**src/rtl/cpu_pkg.sv**
```systemverilog
// ---------------------------------------------------------------------------
// cpu_pkg
// Shared definitions for the pipeline stages (fetch, decode, execute).
//  - PC_WIDTH / INSTR_WIDTH : datapath widths
//  - OPCODE_HALT            : opcode that stops instruction fetch
//  - NOP_INSTR              : all-zero instruction used to fill bubbles
//  - fetch_state_t          : fetch FSM states (RUN, HALT)
//  - pc_t / instr_t         : program counter and instruction word types
//  - opcode_of()            : extracts the 6-bit opcode field [17:12]
// ---------------------------------------------------------------------------
package cpu_pkg;

    localparam int PC_WIDTH    = 16;
    localparam int INSTR_WIDTH = 18;

    typedef logic [PC_WIDTH-1:0]    pc_t;
    typedef logic [INSTR_WIDTH-1:0] instr_t;

    localparam logic [5:0] OPCODE_HALT = 6'b111111;
    localparam instr_t     NOP_INSTR   = '0;

    typedef enum logic {
        RUN  = 1'b0,
        HALT = 1'b1
    } fetch_state_t;

    // Opcode lives in the top six bits of every instruction word.
    function automatic logic [5:0] opcode_of(input instr_t instr);
        return instr[INSTR_WIDTH-1:INSTR_WIDTH-6];
    endfunction

endpackage

```
**src/rtl/fetch_pc_select.sv**
```systemverilog
// ---------------------------------------------------------------------------
// fetch_pc_select
// Combinational next-PC priority mux and squash-request generation for the
// fetch stage. Holds no state; the PC, FSM and fetch counter live in
// fetch_stage.
//
// Ports
//  reset                  in   synchronous reset of the stage (suppresses
//                              all accept/flush outputs while high)
//  pc                     in   current program counter
//  fstall                 in   hazard-unit stall of the fetch stage
//  in_halt                in   fetch FSM currently in HALT
//  opcode_is_halt         in   the ROM word at pc carries the HALT opcode
//  ebranch_taken          in   EXECUTE resolved a taken branch
//  ebranch_target         in   branch destination
//  djump                  in   DECODE holds a jump
//  djumpaddress           in   12-bit jump field
//  dinstruction_increment in   PC+1 of the DECODE instruction
//  next_pc                out  PC value to load on the next edge
//  pc_increment           out  pc + 1, modulo 2^16
//  branch_accept          out  branch redirect taken this cycle
//  redirect               out  branch or jump redirect taken this cycle
//  halt_enter             out  RUN -> HALT transition this cycle
//  flush_fd               out  squash the FD register next edge
//  flush_de               out  squash the DE register next edge
// ---------------------------------------------------------------------------
module fetch_pc_select
    import cpu_pkg::*;
(
    input  logic        reset,
    input  pc_t         pc,
    input  logic        fstall,
    input  logic        in_halt,
    input  logic        opcode_is_halt,
    input  logic        ebranch_taken,
    input  pc_t         ebranch_target,
    input  logic        djump,
    input  logic [11:0] djumpaddress,
    input  pc_t         dinstruction_increment,
    output pc_t         next_pc,
    output pc_t         pc_increment,
    output logic        branch_accept,
    output logic        redirect,
    output logic        halt_enter,
    output logic        flush_fd,
    output logic        flush_de
);

    logic jump_accept;
    pc_t  jump_target;

    // Natural wrap at 16'hFFFF is intended.
    assign pc_increment = pc + pc_t'(1);

    // A jump keeps the upper four bits of its own PC+1 region.
    assign jump_target = {dinstruction_increment[PC_WIDTH-1:12], djumpaddress};

    // Redirect arbitration. The branch is older than anything in DECODE, so it
    // wins even over a stall and drops a simultaneous jump (wrong path). A
    // stalled jump is simply not accepted; DECODE keeps presenting it. A jump
    // cannot be legitimately seen in HALT, so it is ignored there.
    always_comb begin
        branch_accept = ebranch_taken & ~reset;
        jump_accept   = djump & ~fstall & ~ebranch_taken & ~in_halt & ~reset;
        redirect      = branch_accept | jump_accept;
        halt_enter    = ~in_halt & opcode_is_halt & ~fstall & ~redirect & ~reset;
        flush_fd      = redirect;
        flush_de      = branch_accept;
    end

    // Next-PC priority: branch, jump, stall hold, halt hold (entering or
    // already halted, so the PC freezes on the HALT address), else PC+1.
    always_comb begin
        next_pc = pc_increment;
        if (branch_accept) begin
            next_pc = ebranch_target;
        end else if (jump_accept) begin
            next_pc = jump_target;
        end else if (fstall) begin
            next_pc = pc;
        end else if (in_halt || halt_enter) begin
            next_pc = pc;
        end
    end

endmodule

```
**src/rtl/fetch_stage.sv**
```systemverilog
// ---------------------------------------------------------------------------
// fetch_stage
// Instruction-fetch stage. Owns the program counter, drives the asynchronous
// instruction ROM, selects the next PC (branch, jump, stall, halt, PC+1),
// raises squash requests for wrong-path fetches and stops on a HALT opcode.
// Outputs feed pipeline_register_FetchDecode.
//
// Parameters
//  RESET_PC     PC value loaded by reset
//  HALT_OPCODE  opcode that stops fetch
//
// Ports
//  clk                    in   clock, all state on posedge
//  reset                  in   synchronous, active-high
//  Fstall                 in   hold PC and instruction
//  Ebranch_taken          in   EXECUTE resolved a taken branch
//  Ebranch_target         in   branch destination PC
//  Djump                  in   DECODE holds a jump
//  Djumpaddress           in   12-bit jump field
//  Dinstruction_increment in   PC+1 of the DECODE instruction
//  Imem_address           out  ROM address (= current PC)
//  Imem_rdata             in   ROM data, combinational from Imem_address
//  Finstruction           out  fetched instruction, or NOP when suppressed
//  Finstruction_increment out  PC+1, wrapping
//  Fflush_FD              out  squash FD register next edge
//  Fflush_DE              out  squash DE register next edge
//  Fhalted                out  FSM in HALT
//  Ffetch_count           out  instructions delivered, wrapping
// ---------------------------------------------------------------------------
module fetch_stage
    import cpu_pkg::*;
#(
    parameter pc_t        RESET_PC    = 16'h0000,
    parameter logic [5:0] HALT_OPCODE = OPCODE_HALT
)
(
    input  logic        clk,
    input  logic        reset,
    input  logic        Fstall,
    input  logic        Ebranch_taken,
    input  pc_t         Ebranch_target,
    input  logic        Djump,
    input  logic [11:0] Djumpaddress,
    input  pc_t         Dinstruction_increment,
    output pc_t         Imem_address,
    input  instr_t      Imem_rdata,
    output instr_t      Finstruction,
    output pc_t         Finstruction_increment,
    output logic        Fflush_FD,
    output logic        Fflush_DE,
    output logic        Fhalted,
    output logic [15:0] Ffetch_count
);

    fetch_state_t state;
    fetch_state_t state_next;

    pc_t          pc;
    pc_t          next_pc;
    pc_t          pc_increment;
    logic [15:0]  fetch_count;
    logic         count_en;

    logic         in_halt;
    logic         opcode_is_halt;
    logic         branch_accept;
    logic         redirect;
    logic         halt_enter;
    logic         flush_fd;
    logic         flush_de;

    assign in_halt        = (state == HALT);
    assign opcode_is_halt = (opcode_of(Imem_rdata) == HALT_OPCODE);

    fetch_pc_select u_pc_select (
        .reset                  (reset),
        .pc                     (pc),
        .fstall                 (Fstall),
        .in_halt                (in_halt),
        .opcode_is_halt         (opcode_is_halt),
        .ebranch_taken          (Ebranch_taken),
        .ebranch_target         (Ebranch_target),
        .djump                  (Djump),
        .djumpaddress           (Djumpaddress),
        .dinstruction_increment (Dinstruction_increment),
        .next_pc                (next_pc),
        .pc_increment           (pc_increment),
        .branch_accept          (branch_accept),
        .redirect               (redirect),
        .halt_enter             (halt_enter),
        .flush_fd               (flush_fd),
        .flush_de               (flush_de)
    );

    // FSM state register.
    always_ff @(posedge clk) begin
        if (reset) begin
            state <= RUN;
        end else begin
            state <= state_next;
        end
    end

    // Program counter register; all selection happens in fetch_pc_select.
    always_ff @(posedge clk) begin
        if (reset) begin
            pc <= RESET_PC;
        end else begin
            pc <= next_pc;
        end
    end

    // Delivered-instruction counter, wraps naturally.
    always_ff @(posedge clk) begin
        if (reset) begin
            fetch_count <= '0;
        end else if (count_en) begin
            fetch_count <= fetch_count + 16'd1;
        end
    end

    // FSM next state and fetch outputs. The HALT word itself is delivered
    // while still in RUN; from then on a NOP is presented until a branch
    // restarts fetch. Reset overrides everything visible to the pipeline.
    always_comb begin
        state_next   = state;
        Finstruction = Imem_rdata;
        Fhalted      = 1'b0;
        count_en     = 1'b0;

        case (state)
            RUN: begin
                count_en = ~Fstall & ~redirect;
                if (halt_enter) begin
                    state_next = HALT;
                end
            end
            HALT: begin
                Finstruction = NOP_INSTR;
                Fhalted      = 1'b1;
                if (branch_accept) begin
                    state_next = RUN;
                end
            end
            default: begin
                state_next = RUN;
            end
        endcase

        if (reset) begin
            Finstruction = NOP_INSTR;
            Fhalted      = 1'b0;
            count_en     = 1'b0;
        end
    end

    assign Imem_address           = pc;
    assign Finstruction_increment = pc_increment;
    assign Fflush_FD              = flush_fd;
    assign Fflush_DE              = flush_de;
    assign Ffetch_count           = fetch_count;

endmodule

```
**config.mk**
```make
export PLATFORM = sky130hd
export DESIGN_NAME = fetch_stage
export DESIGN_NICKNAME = d
export VERILOG_FILES = /design/src/rtl/cpu_pkg.sv /design/src/rtl/fetch_pc_select.sv /design/src/rtl/fetch_stage.sv
export SDC_FILE = /design/constraint.sdc
export NUM_CORES = 1
export LEC_CHECK = 0
export CORE_ASPECT_RATIO = 0.75
export CORE_UTILIZATION = 40
export CTS_CLUSTER_SIZE = 25
export DETAILED_ROUTE_END_ITERATION = 8
export PLACE_DENSITY = 0.84
export SYNTH_ARGS = -nofsm -noshare
export SYNTH_HDL_FRONTEND = slang
export SYNTH_SLANG_ARGS = --single-unit
```
**constraint.sdc**
```tcl
create_clock -name clk -period 3.6 [get_ports clk]
set_input_delay 0.72 -clock clk [delete_from_list [all_inputs] [get_ports clk]]
set_output_delay 0.72 -clock clk [all_outputs]
set_load 0.02 [all_outputs]
```
### After elaboration in Yosys (flattened, before gate mapping)

Cells that the tools add are included.

* flip-flop bits (word level): 33
* output and inout port bits: 69
* word-level logic and storage cells: 39

* add/sub/neg operators: 2
* equal/unequal tests: 3
* multiplexer cells: 13
* bitwise operators: 16
* reductions and logical operators: 2

Operators by type and width (number)
* $mux W16: 4
* $mux W18: 2
* $add A16 B1 Y16 const B: 2
* $and A1 B1 Y1: 10
* $eq A6 B6 Y1 const B: 1
* $mux W1: 6
* $not A1 Y1: 5
* $ne A3 B1 Y1 const B: 1
* $ne A3 B2 Y1 const B: 1
* $pmux W1 S2: 1
* $reduce_and A2 Y1: 1
* $logic_or A1 B1 Y1: 1
* $or A1 B1 Y1: 1

### Longest topological paths before layout

* word-level depth: 14
* depth in mapped cells: 8
* gate-level depth less buffers: 6

### Hierarchy

Synthesis repeated with hierarchy kept, for this count alone.

* cell total of the unflattened synthesis: 302
* area total of the unflattened synthesis: 2272.2 um^2

Modules (own cells, without submodules)
* fetch_stage: instances 1, cells each 147, area each 1345.0 um^2, seq. area each 660.6 um^2
* fetch_pc_select: instances 1, cells each 155, area each 927.1 um^2, seq. area each 0.0 um^2

### Least setup slack after synthesis

Ideal clock, no wire load.

* path type: input to output
* from: input port Djump
* to: output port Fflush_FD
* data arrival time: 1.610 ns
* slack: 1.270 ns
* cell stages on the path: 4
* cells stage by stage: buf_4 or3b_1 buf_6 a21oi_4

* longest elaborated chain between the ends: 5

Ends and longest elaborated chain
* start, declared: RTL line fetch_stage.sv:42 `input logic Djump,`
* $and A1 B1 Y1 (4 in a row): RTL line fetch_pc_select.sv:64 `jump_accept = djump & ~fstall & ~ebranch_taken & ~in_halt & ~reset;`
* $or A1 B1 Y1: RTL line fetch_pc_select.sv:65 `redirect = branch_accept | jump_accept;`
* end, declared: RTL line fetch_stage.sv:49 `output logic Fflush_FD,`

No other way between the ends.

### Worst setup path in the final report

* from: register pc[0], in the netlist Imem_address[0]
* to: output port Finstruction_increment[14]

* longest elaborated chain between the ends: 1

Ends and longest elaborated chain
* start, declared: RTL line fetch_stage.sv:58 `pc_t pc;`
* start signal, assigned: RTL line fetch_stage.sv:109 `pc <= next_pc;`
* $add A16 B1 Y16: RTL line fetch_pc_select.sv:53 `assign pc_increment = pc + pc_t'(1);`
* end, declared: RTL line fetch_stage.sv:48 `output pc_t Finstruction_increment,`

No other way between the ends.

==> out/metrics.csv <==
metric,value,unit
leakage,1.30,nW
synthFlopType,dfxtp_1,
synth.largest_area_cell,dfxtp_1,
syn_inst,271,
first_iter_violations,165,
fmax,303,MHz
synth_top_area_share,0.307,
slew_violations,0,
clk_pin_slew,0.07,ns
yosys_warnings,0,
port_buffers,123,
endpoint_kind,output port,
areaGrowthSynthToFinish,64.2,%
pin_count,136,
worst_clock_skew,0.00735,ns
die_w,86.6,um
ctsRootBufferMaster,clkbuf_8,
sw_frac_of_total,0.311,
r2r_slack,1.37,ns
cts_setup_buffers,0,
synthSimpleGateAreaFrac,0.346,
synth_adder_area_share,0.0116,
status,"finished, final reports clean",
gp_congestion,0.968,
dieHeight,65.5,um
power.density,290,mW/mm^2
antenna_found_initial,0,
arrival,2.58,ns
synth_area_leaders,"dfxtp_1 (31%), nor2_1 (8.7%), xor2_1 (6.1%), xnor2_1 (5.3%), and2_1 (5.2%)",
final_hold_viol_count,0,
drtAntennaViolNets,0,
wl_per_cell,15.3,um
yosysUniqueCellTypes,44,
setup_viol,0,
min_path_type,flop to flop,
clock_path_buffers,2,
first_global_vias,2382,
grt_max_degree,23,
clock_latency,0.29,ns
min_period,3.30,ns
relSlewSlack,0.477,
cp-start-kind,flop,
grt_pass1_wl,11500,um
cts_resized,0,
ys_seq_elements,33,
netlist_area,0.00215,mm^2
dr.pass1.iters,5,
grt_usage,0.265,
ir_drop,150,uV
seq_power_share,0.397,
die_area,0.00567,mm^2
yosysMostFrequentCell,nor2_1,
yosysSeqAreaShare,0.307,
start_util,0.427,
post-route-period-util,0.918,
cts_buffers,5,
p_comb_frac,0.321,
synth-edff-count,0,
synthTopCellsByCount,"nor2_1 (50), dfxtp_1 (33), and2_1 (18), nand2_1 (18), xor2_1 (15)",
worstPathMaxFanout,7,
cts_tree,done,
finalSetupTns,0,ns
synth_compound_area_frac,0.165,
p_clk_frac,0.281,
synth.avg_cell_area,7.93,um^2
synth_top_family_by_area,simple AND/OR/NAND/NOR gates,
synthArstFlopShare,0,
post-route-drc-count,0,
max_cap_violations,0,
vias,2533,
dpl.hpwl,5510,um
wirelength,7120,um
internal_power,0.000706,W
num_rows,22,
hold_slack,0.523,ns
synth_mux_area_frac,0.00466,
diodes,0,
n_fill_cell,398,
cts_hold_buffers,0,
rsz0062_at_grt,no,
viasPerCell,5.42,
ctsHtreeMaxLevel,2,
nNetsFinal,464,
grt_overflow_total,0,
syn_nets,340,
crit_type,flop to output port,
drive_above_1_share,0.0658,
cp.required,2.88,ns
clock-sinks,33,
tightest_slew,0.784,ns
core-area,0.00504,mm^2
yosys.area_share.xor_xnor,0.114,
power_switching,0.000319,W
-- worst paths after layout --
path	start	depth (start not counted)	endpoint
worst max-delay path	Imem_address[0]	5	Finstruction_increment[14]
worst min-delay path	Ffetch_count[15]	2	Ffetch_count[15]
worst max register to register	in_halt	6	Imem_address[3]
worst min register to register	Ffetch_count[15]	2	Ffetch_count[15]
-- critical path, cell delays in order (launching register included) --
cell             delay (ns)
dfxtp_1                0.47
ha_1                   0.29
nand2_1                0.16
nor4_1                 0.49
xor2_1                 0.24
clkdlybuf4s50_1        0.64
-- sequential cells by signal, summed over array words and instances (netlist names) --
signal        count
Ffetch_count     16
Imem_address     16
in_halt           1
-- power by group through the flow --
stage,combinational [W],clock (W),sequential [W]
floorplan,0.000139,0,0.000429
global route,0.000351,0.000305,0.000409
detailed placement,0.000328,0,0.000415
finish,0.000329,0.000288,0.000407
CTS,0.000330,0.000297,0.000406
global placement,0.000324,0,0.000414
-- cells by family (layout without fill, tap and decap cells) --
logic type,count (synthesis),count (layout)
flops,33,33
simple gates,135,135
compound gates,51,51
mux,1,1
xor+xnor,28,28
fa+ha+maj,2,2
buf+inv,21,145
-- cell type report --
class,instances,area (um^2),share of cell area
clock buffer,7,86.3,0.0245
tap,72,90.1,0.0255
sequential,33,661,0.187
inverter,7,26.3,0.00744
timing repair buffer,131,1290,0.364
multi-input combinational,217,1380,0.391
-- cells in the final DEF, fill, tap and decap left out, types with 4 or more instances in the layout --
| cell type | Yosys | routed |
|---|---|---|
| nor2_1 | 50 | 50 |
| nand2_1 | 18 | 18 |
| nor3_1 | 6 | 6 |
| o221ai_1 | 5 | 5 |
| inv_1 | 6 | 6 |
| xnor2_1 | 13 | 13 |
| o21ai_0 | 6 | 6 |
| clkdlybuf4s50_1 | 0 | 122 |
| nand4_1 | 8 | 8 |
| o22ai_1 | 4 | 4 |
| buf_4 | 4 | 8 |
| clkbuf_8 | 0 | 6 |
| a21oi_1 | 14 | 14 |
| nand3_1 | 11 | 11 |
| and2_1 | 18 | 18 |
| dfxtp_1 | 33 | 33 |
| a211oi_1 | 10 | 10 |
| nor4_1 | 6 | 6 |
| xor2_1 | 15 | 15 |
-- through the flow --
step	worst slack (ns)	util	std cells	cell area (um^2)	total power, W
2_1_floorplan	1.27	-	271	2150	0.000568
3_3_place_gp	0.367	0.684	460	3440	0.000738
3_5_place_dp	0.361	0.684	460	3440	0.000742
4_1_cts	0.273	0.701	467	3530	0.00103
5_1_grt	0.150	0.701	467	3530	0.00107
6_report	0.296	0.701	467	3530	0.00102
-- layer usage --
metal  up-vias  track usage  share of wire
li1       1212            -              -
met1      1162        0.332           0.44
met2       142        0.440           0.46
met3        17       0.0490          0.077
met4         0        0.127          0.031
met5         -            0              0
No activity file was read; power rests on OpenSTA's default activity.
